**src/rtl/bit_destuffer.sv**
```systemverilog
// Receive-side bit destuffer: removes the stuff bit after five equal bits
// inside the stuffing window and flags a sixth equal bit as a stuff error.
module bit_destuffer (
  input  logic       clk,
  input  logic       reset,
  input  logic       SP,
  input  logic       RX_IN,
  input  logic       STF_EN,
  output logic       RX,
  output logic       SP_OUT,
  output logic       F_STF,
  output logic [7:0] STF_CNT
);

  typedef enum logic [1:0] {IDLE, RUN, DESTUFF, ERR} state_t;

  state_t      state_q;
  logic [2:0]  run_q;
  logic        last_q;
  logic [3:0]  rec_q;
  logic        rx_q;
  logic        sp_out_q;
  logic        f_stf_q;
  logic [7:0]  cnt_q;

  logic [2:0]  run_d;
  logic [7:0]  cnt_d;
  logic [3:0]  rec_d;

  assign run_d = run_q + 3'd1;
  assign cnt_d = (cnt_q == 8'hFF) ? cnt_q : cnt_q + 8'd1;
  assign rec_d = rec_q + 4'd1;

  always_ff @(posedge clk or negedge reset) begin
    if (!reset) begin
      state_q  <= IDLE;
      run_q    <= 3'd0;
      last_q   <= 1'b1;
      rec_q    <= 4'd0;
      rx_q     <= 1'b1;
      sp_out_q <= 1'b0;
      f_stf_q  <= 1'b1;
      cnt_q    <= 8'd0;
    end else begin
      sp_out_q <= 1'b0;
      if (SP) begin
        case (state_q)
          IDLE: begin
            rx_q     <= RX_IN;
            sp_out_q <= 1'b1;
            if (!RX_IN) begin
              state_q <= RUN;
              last_q  <= 1'b0;
              run_q   <= 3'd1;
              cnt_q   <= 8'd0;
            end
          end
          RUN: begin
            rx_q     <= RX_IN;
            sp_out_q <= 1'b1;
            // Closed window: the bit is delivered but no longer counted.
            if (!STF_EN) begin
              state_q <= IDLE;
            end else if (RX_IN == last_q) begin
              run_q <= run_d;
              if (run_d == 3'd5) state_q <= DESTUFF;
            end else begin
              run_q  <= 3'd1;
              last_q <= RX_IN;
            end
          end
          DESTUFF: begin
            if (RX_IN != last_q) begin
              last_q  <= RX_IN;
              run_q   <= 3'd1;
              cnt_q   <= cnt_d;
              state_q <= STF_EN ? RUN : IDLE;
            end else begin
              f_stf_q <= 1'b0;
              rec_q   <= 4'd0;
              state_q <= ERR;
            end
          end
          ERR: begin
            // Leave only after 11 consecutive recessive samples.
            if (RX_IN) begin
              if (rec_q == 4'd10) begin
                f_stf_q <= 1'b1;
                rec_q   <= 4'd0;
                state_q <= IDLE;
              end else begin
                rec_q <= rec_d;
              end
            end else begin
              rec_q <= 4'd0;
            end
          end
          default: state_q <= IDLE;
        endcase
      end
    end
  end

  assign RX      = rx_q;
  assign SP_OUT  = sp_out_q;
  assign F_STF   = f_stf_q;
  assign STF_CNT = cnt_q;

endmodule

```
**config.mk**
```make
export PLATFORM = sky130hd
export DESIGN_NAME = bit_destuffer
export DESIGN_NICKNAME = d
export VERILOG_FILES = /design/src/rtl/bit_destuffer.sv
export SDC_FILE = /design/constraint.sdc
export NUM_CORES = 1
export LEC_CHECK = 0
export CAP_MARGIN = 20
export CORE_UTILIZATION = 50
export CTS_CLUSTER_SIZE = 28
export DETAILED_ROUTE_END_ITERATION = 10
export GPL_TIMING_DRIVEN = 0
export PLACE_DENSITY = 0.74
export SLEW_MARGIN = 20
export SYNTH_ARGS = -nofsm -noshare
export SYNTH_HDL_FRONTEND = slang
export SYNTH_SLANG_ARGS = --single-unit
```
**constraint.sdc**
```tcl
create_clock -name clk -period 4.06 [get_ports clk]
set_input_delay 0.406 -clock clk [delete_from_list [all_inputs] [get_ports clk]]
set_output_delay 0.406 -clock clk [all_outputs]
set_load 0.02 [all_outputs]
```
==> results of run 1 <==
cell families after synthesis:
logic type | Yosys count | share of synthesized area [%]
adders and majority gates | 10 | 9.59
and+or+nand+nor | 41 | 17.4
xor gates and xnor gates | 2 | 1.92
DFF | 21 | 40.6
buffers and inverters | 11 | 3.93
muxes | 4 | 3.36
AOI/OAI and AO/OA | 40 | 23.3
synth_stat cells, types with 3 or more instances:
library cell  count  area (µm²)
dfrtp_1          18         450
nand2_1          12        45.0
ha_1             10         125
a21oi_1           7        35.0
inv_1             7        26.3
o21ai_0           7        35.0
nand3_1           5        25.0
nor2_1            5        18.8
a31oi_1           3        18.8
dfstp_2           3        78.8
mux2_2            3        33.8
nand2b_1          3        18.8
nand4_1           3        18.8
o2bb2ai_1         3        26.3
cell usage in the layout (no fill, tap or decap), types with 2 or more instances in the layout:
cell	netlist	layout
a21oi_1	7	7
a2bb2oi_1	2	2
a31oi_1	3	3
and3_1	2	2
and3b_1	2	2
buf_2	2	2
clkbuf_4	0	3
clkdlybuf4s50_1	0	14
dfrtp_1	18	18
dfstp_2	3	3
ha_1	10	10
inv_1	7	7
mux2_2	3	3
nand2_1	12	12
nand2b_1	3	3
nand3_1	5	5
nand4_1	3	3
nand4b_1	2	2
nor2_1	5	5
o211ai_1	2	2
o21a_1	2	2
o21ai_0	7	7
o21bai_1	2	2
o2bb2ai_1	3	3
o31ai_1	2	2
power by group through the flow:
stage          combinational [W]  clock [W]  sequential (W)
6_report                0.000334   0.000101        0.000295
5_1_grt                 0.000374   0.000113        0.000302
4_1_cts                 0.000337   0.000106        0.000296
3_5_place_dp            0.000335          0        0.000300
3_3_place_gp            0.000326          0        0.000296
2_1_floorplan           0.000227          0        0.000311
registers in the layout (all words and copies together) (netlist names):
name	cells
state_q	2
rec_q	4
F_STF	1
RX	1
run_q	3
last_q	1
SP_OUT	1
STF_CNT	8
layout make-up:
cell class	instances	area, µm²
clock inverters	1	5.00
repair buffers	14	140
clock buffers	3	22.5
fillers	221	967
plain buffers	4	25.0
multi-input cells	97	724
flip-flops and latches	21	529
well taps	30	37.5
inverters	7	26.3
critical path, stage by stage, from the launching register on:
cell and delay [ps]:
dfrtp_1 400, inv_1 100, ha_1 210, buf_2 180, and4bb_2 260, o31ai_2 460
nor4b_1 110, a311o_1 330
final timing paths:
kind	startpoint	end	slack (ps)	cells after the start
worst max-delay path	state_q[0]$_DFFE_PN0P_	STF_CNT[0]$_DFFE_PN0P_	1910	7
max in group asynchronous	reset	rec_q[2]$_DFFE_PN0P_	2860	1
min in group asynchronous	reset	state_q[1]$_DFFE_PN0P_	620	1
worst max register to register	state_q[0]$_DFFE_PN0P_	STF_CNT[0]$_DFFE_PN0P_	1910	7
worst min-delay path	RX_IN	RX$_DFFE_PN1P_	390	2
worst min register to register	F_STF$_DFFE_PN1P_	F_STF$_DFFE_PN1P_	520	1
stage by stage:
| stage | instances | hold WS, ps | total power [W] |
|---|---|---|---|
| after floorplan | 129 | 110 | 0.000538 |
| after global placement | 173 | 503 | 0.000622 |
| after detailed placement | 173 | 508 | 0.000635 |
| after CTS | 177 | 383 | 0.000738 |
| after global routing | 177 | 381 | 0.000789 |
| final | 177 | 392 | 0.000730 |
routing by layer:
| metal | part of all wire [%] | global-route usage [%] | wire length, µm | up-vias |
|---|---|---|---|---|
| met5 | 0 | 0 | 0 | - |
| li1 | - | - | - | 518 |
| met4 | 1.5 | 9.21 | 38 | 0 |
| met1 | 47 | 28.8 | 1180 | 494 |
| met3 | 3.6 | 2.59 | 91 | 4 |
| met2 | 47 | 35.7 | 1180 | 19 |
==> summary.md, run 1 <==
| Metric | Value |
|---|---|
| Status | `completed` |
| Setup violators final | `0` |
| Core footprint | `0.00248 mm²` |
| Placement Setup Slack | `1730 ps` |
| Cell variety after synth | `45` |
| DRT antenna net count | `0` |
| Initial DRC Count | `13` |
| Critical path class | `reg -> reg` |
| Port buffer count | `14` |
| Placed wire-length estimate | `1810 µm` |
| Final Util | `61.0%` |
| Worst-path clk slew | `120 ps` |
| Worst setup SP type | `flop` |
| Gr ovfl total | `0` |
| Ant. Diodes | `0` |
| Syn_area_per_cell | `10.1 µm²` |
| Peak Freq | `0.466 GHz` |
| Vias in the first global route | `1,013` |
| Die span in x | `53.1 µm` |
| Clk_lat worst skew | `300 ps` |
| Clk network pwr share | `13.8%` |
| CP required | `4260 ps` |
| Endpoints failing hold | `0` |
| Pint | `0.000443 W` |
| WL/cell | `14.1 µm` |
| Hold_buf cts | `0` |
| Die height | `53.1 µm` |
| Placed Area | `0.00148 mm²` |
| # clock sinks | `21` |
| Global placement routability congestion | `0.768` |
| Die Footprint | `0.00282 mm²` |
| Max IR drop VDD | `0.000293 V` |
| Seq pwr share | `40.5%` |
| CP endpoint kind | `flop` |
| DR DRC count | `0` |
| Relative slew slack | `36.3%` |
| #FFs+latches synth | `21` |
| Clk root buf | `clkbuf_4` |
| Number of flops mapped to enable cells by yosys | `0` |
| Drt total wl | `2500 µm` |
| CTS tree | `built` |
| Post-DR vias/cell | `5.85` |
| Tmin final | `2150 ps` |
| Total leakage power | `0.644 nW` |
| Final setup margin | `1910 ps` |
| Worst-margin pin slew | `952 ps` |
| Switching share of power | `39.3%` |
| Clock Path Buffers | `2` |
| Yosys warns | `0` |
| Top_reg_cell synth | `dfrtp_1` |
| Final TNS setup | `0 ps` |
| Largest net degree at the start of global routing | `22` |
| Final slew viol count | `0` |
| First-pass GRT wire length | `4440 µm` |
| Nets@finish | `163` |
| Rows | `18` |
| Hold Crit Class | `in -> reg` |
| Register area share after synthesis | `40.6%` |
| Top-Level Pins | `16` |
| Critical Path Fanout Max | `9` |
| RSZ-0062 raised after global routing | `false` |
| H-tree levels | `1` |
| Crit path DAT | `2350 ps` |
| Post-synth ARST share | `100%` |
| Gr usage total | `21.8%` |
| Ratio of cells with drive above 1 in the final layout | `12.9%` |
| Cell area after layout | `0.00151 mm²` |
| Post-CTS Setup Bufs | `0` |
| Max cap viols | `0` |
| DR vias | `1,035` |
| Number of buffers created by CTS | `3` |
| Initial antenna violation count | `0` |
| Initial core utilization | `52.7%` |
| Resized cells post-CTS | `0` |
| Combinational power share | `45.7%` |
| Fin crit share | `52.8%` |
| DRT Pass-1 Iters | `4` |
| Post-route clock skew | `3.02 ps` |
| Syn Nets | `144` |
| Mapped cell area | `0.00131 mm²` |
| Sw power | `0.000287 W` |
| Mapped Cells | `129` |
| Area Growth Syn to Fin | `15.7%` |
| Pwr/cell area | `483 mW/mm²` |
(Power assumes the default switching activity.)
==> inputs of run 2 (changes only) <==
clock period = 2.1 ns   (was 4.06 ns; I/O delays follow)
==> summary.md, run 2 (synthesized netlist as in run 1, its figures left out) <==
| Metric | Value |
|---|---|
| Hold_buf cts | `0` |
| Core footprint | `0.00248 mm²` |
| CP endpoint kind | `flop` |
| Placed Area | `0.00148 mm²` |
| Dpl cells | `173` |
| Hold Path Origin | `RX_IN` |
| Pint | `0.000897 W` |
| Hold Path End | `RX$_DFFE_PN1P_` |
| Tmin final | `1980 ps` |
| Fin crit share | `94.2%` |
| Die span in x | `53.1 µm` |
| Fin cells | `181` |
| Worst-margin pin slew | `965 ps` |
| Max IR drop VDD | `0.000573 V` |
| Clk root buf | `clkbuf_4` |
| DR vias | `1,048` |
| Global placement routability congestion | `0.768` |
| Setup violators final | `0` |
| Initial core utilization | `52.7%` |
| Endpoints failing hold | `0` |
| Worst-path clk slew | `120 ps` |
| Port buffer count | `14` |
| Post-DR vias/cell | `5.79` |
| Hold Crit Class | `in -> reg` |
| RR Startpoint | `state_q[0]$_DFFE_PN0P_` |
| Peak Freq | `0.506 GHz` |
| Sw power | `0.000575 W` |
| Gr usage total | `22.1%` |
| Final TNS setup | `0 ps` |
| Commonest non-fill, non-tap cell in the layout | `dfrtp_1` |
| Critical path class | `reg -> reg` |
| Number of buffers created by CTS | `3` |
| CP required | `2300 ps` |
| Max cap viols | `0` |
| R2R depth | `8` |
| Pwr/cell area | `938 mW/mm²` |
| First-pass GRT wire length | `4480 µm` |
| Cell area after layout | `0.00157 mm²` |
| Flop2flop setup slack | `120 ps` |
| DRT antenna net count | `0` |
| Most frequent cells in the layout | `dfrtp_1 (18), clkdlybuf4s50_1 (14), nand2_1 (12)` |
| Vias in the first global route | `1,026` |
| DRT Pass-1 Iters | `4` |
| Ant. Diodes | `0` |
| Max reg flops | `8` |
| Rows | `18` |
| DR DRC count | `0` |
| Worst setup SP type | `flop` |
| Switching share of power | `39.1%` |
| Clk_lat worst skew | `300 ps` |
| # clock sinks | `21` |
| Gr ovfl total | `0` |
| Drt total wl | `2580 µm` |
| WL/cell | `14.2 µm` |
| Worst r2r dst | `STF_CNT[0]$_DFFE_PN0P_` |
| Critical Path Source | `state_q[0]$_DFFE_PN0P_` |
| Clock Path Buffers | `2` |
| Total leakage power | `0.667 nW` |
| Initial DRC Count | `9` |
| Tot Pwr | `0.00147 W` |
| Seq pwr share | `38.8%` |
| Status | `completed` |
| WHS Path Cells | `2` |
| Critical Path Fanout Max | `9` |
| Nets@finish | `167` |
| Crit path DAT | `2180 ps` |
| Initial antenna violation count | `0` |
| Clk network pwr share | `13.4%` |
| Fin Hold WS | `195 ps` |
| Die Footprint | `0.00282 mm²` |
| Post-route clock skew | `2.20 ps` |
| CTS tree | `built` |
| Final slew viol count | `0` |
| Combinational power share | `47.8%` |
| Top-Level Pins | `16` |
| Area Growth Syn to Fin | `20.3%` |
| Die height | `53.1 µm` |
| Relative slew slack | `35.5%` |
| H-tree levels | `1` |
| Placed wire-length estimate | `1810 µm` |
| Ratio of cells with drive above 1 in the final layout | `17.2%` |
| Largest net degree at the start of global routing | `22` |
[run 2: per-layer routing]
layer	up-vias	global-route usage (%)	part of all wire [%]
li1	529	-	-
met2	16	36.5	48
met1	499	29.0	48
met5	-	0	0
met4	0	9.21	1.4
met3	4	2.59	2.8
[run 2: power by group through the flow]
stage | combinational (W) | sequential (W) | clock [W]
after floorplan | 0.000439 | 0.000601 | 0
after global placement | 0.000631 | 0.000572 | 0
after detailed placement | 0.000648 | 0.000580 | 0
after CTS | 0.000659 | 0.000572 | 0.000204
after global routing | 0.000785 | 0.000584 | 0.000218
final | 0.000704 | 0.000571 | 0.000197
[run 2: how the worst max path moves through the flow]
stage | slack (ps) | endpoint | cells after the start
2_1_floorplan | 250 | STF_CNT[0]$_DFFE_PN0P_ | 7
3_3_place_gp | -20 | run_q[0]$_DFFE_PN0P_ | 5
3_5_place_dp | -40 | run_q[0]$_DFFE_PN0P_ | 5
4_1_cts | 4 | rec_q[0]$_DFFE_PN0P_ | 7
5_1_grt | -8 | STF_CNT[0]$_DFFE_PN0P_ | 8
6_report | 120 | STF_CNT[0]$_DFFE_PN0P_ | 8
[run 2: layout make-up]
class,instances,area (µm²)
Clock inverter,1,5.00
Timing Repair Buffer,18,170
Tap cell,30,37.5
Sequential cell,21,529
Buffer,4,27.5
Fill cell,210,907
Clock buffer,3,22.5
Multi-Input combinational cell,97,752
Inverter,7,26.3
[run 2: metrics by stage]
| stage | util, % | setup slack [ps] |
|---|---|---|
| final | 63.4 | 122 |
| after global routing | 63.4 | -8.35 |
| after CTS | 61.3 | 3.56 |
| after detailed placement | 59.8 | -38.3 |
| after global placement | 59.8 | -17.6 |
| after floorplan | - | 248 |
[run 2: timing repair]
item                                   4_1_cts  5_1_grt
setup endpoints to repair                    1       12
pin swaps                                    0        2
endpoints found under the hold margin        0        0
setup buffers                                0        4
gates resized for setup                      1        4
[run 2: worst max-delay path: stages (launching register included)]
cell	delay (ps)
dfrtp_1	400
inv_1	100
ha_1	210
clkbuf_4	190
nor3b_2	290
o31ai_4	120
buf_4	160
and2_1	140
a311o_1	260
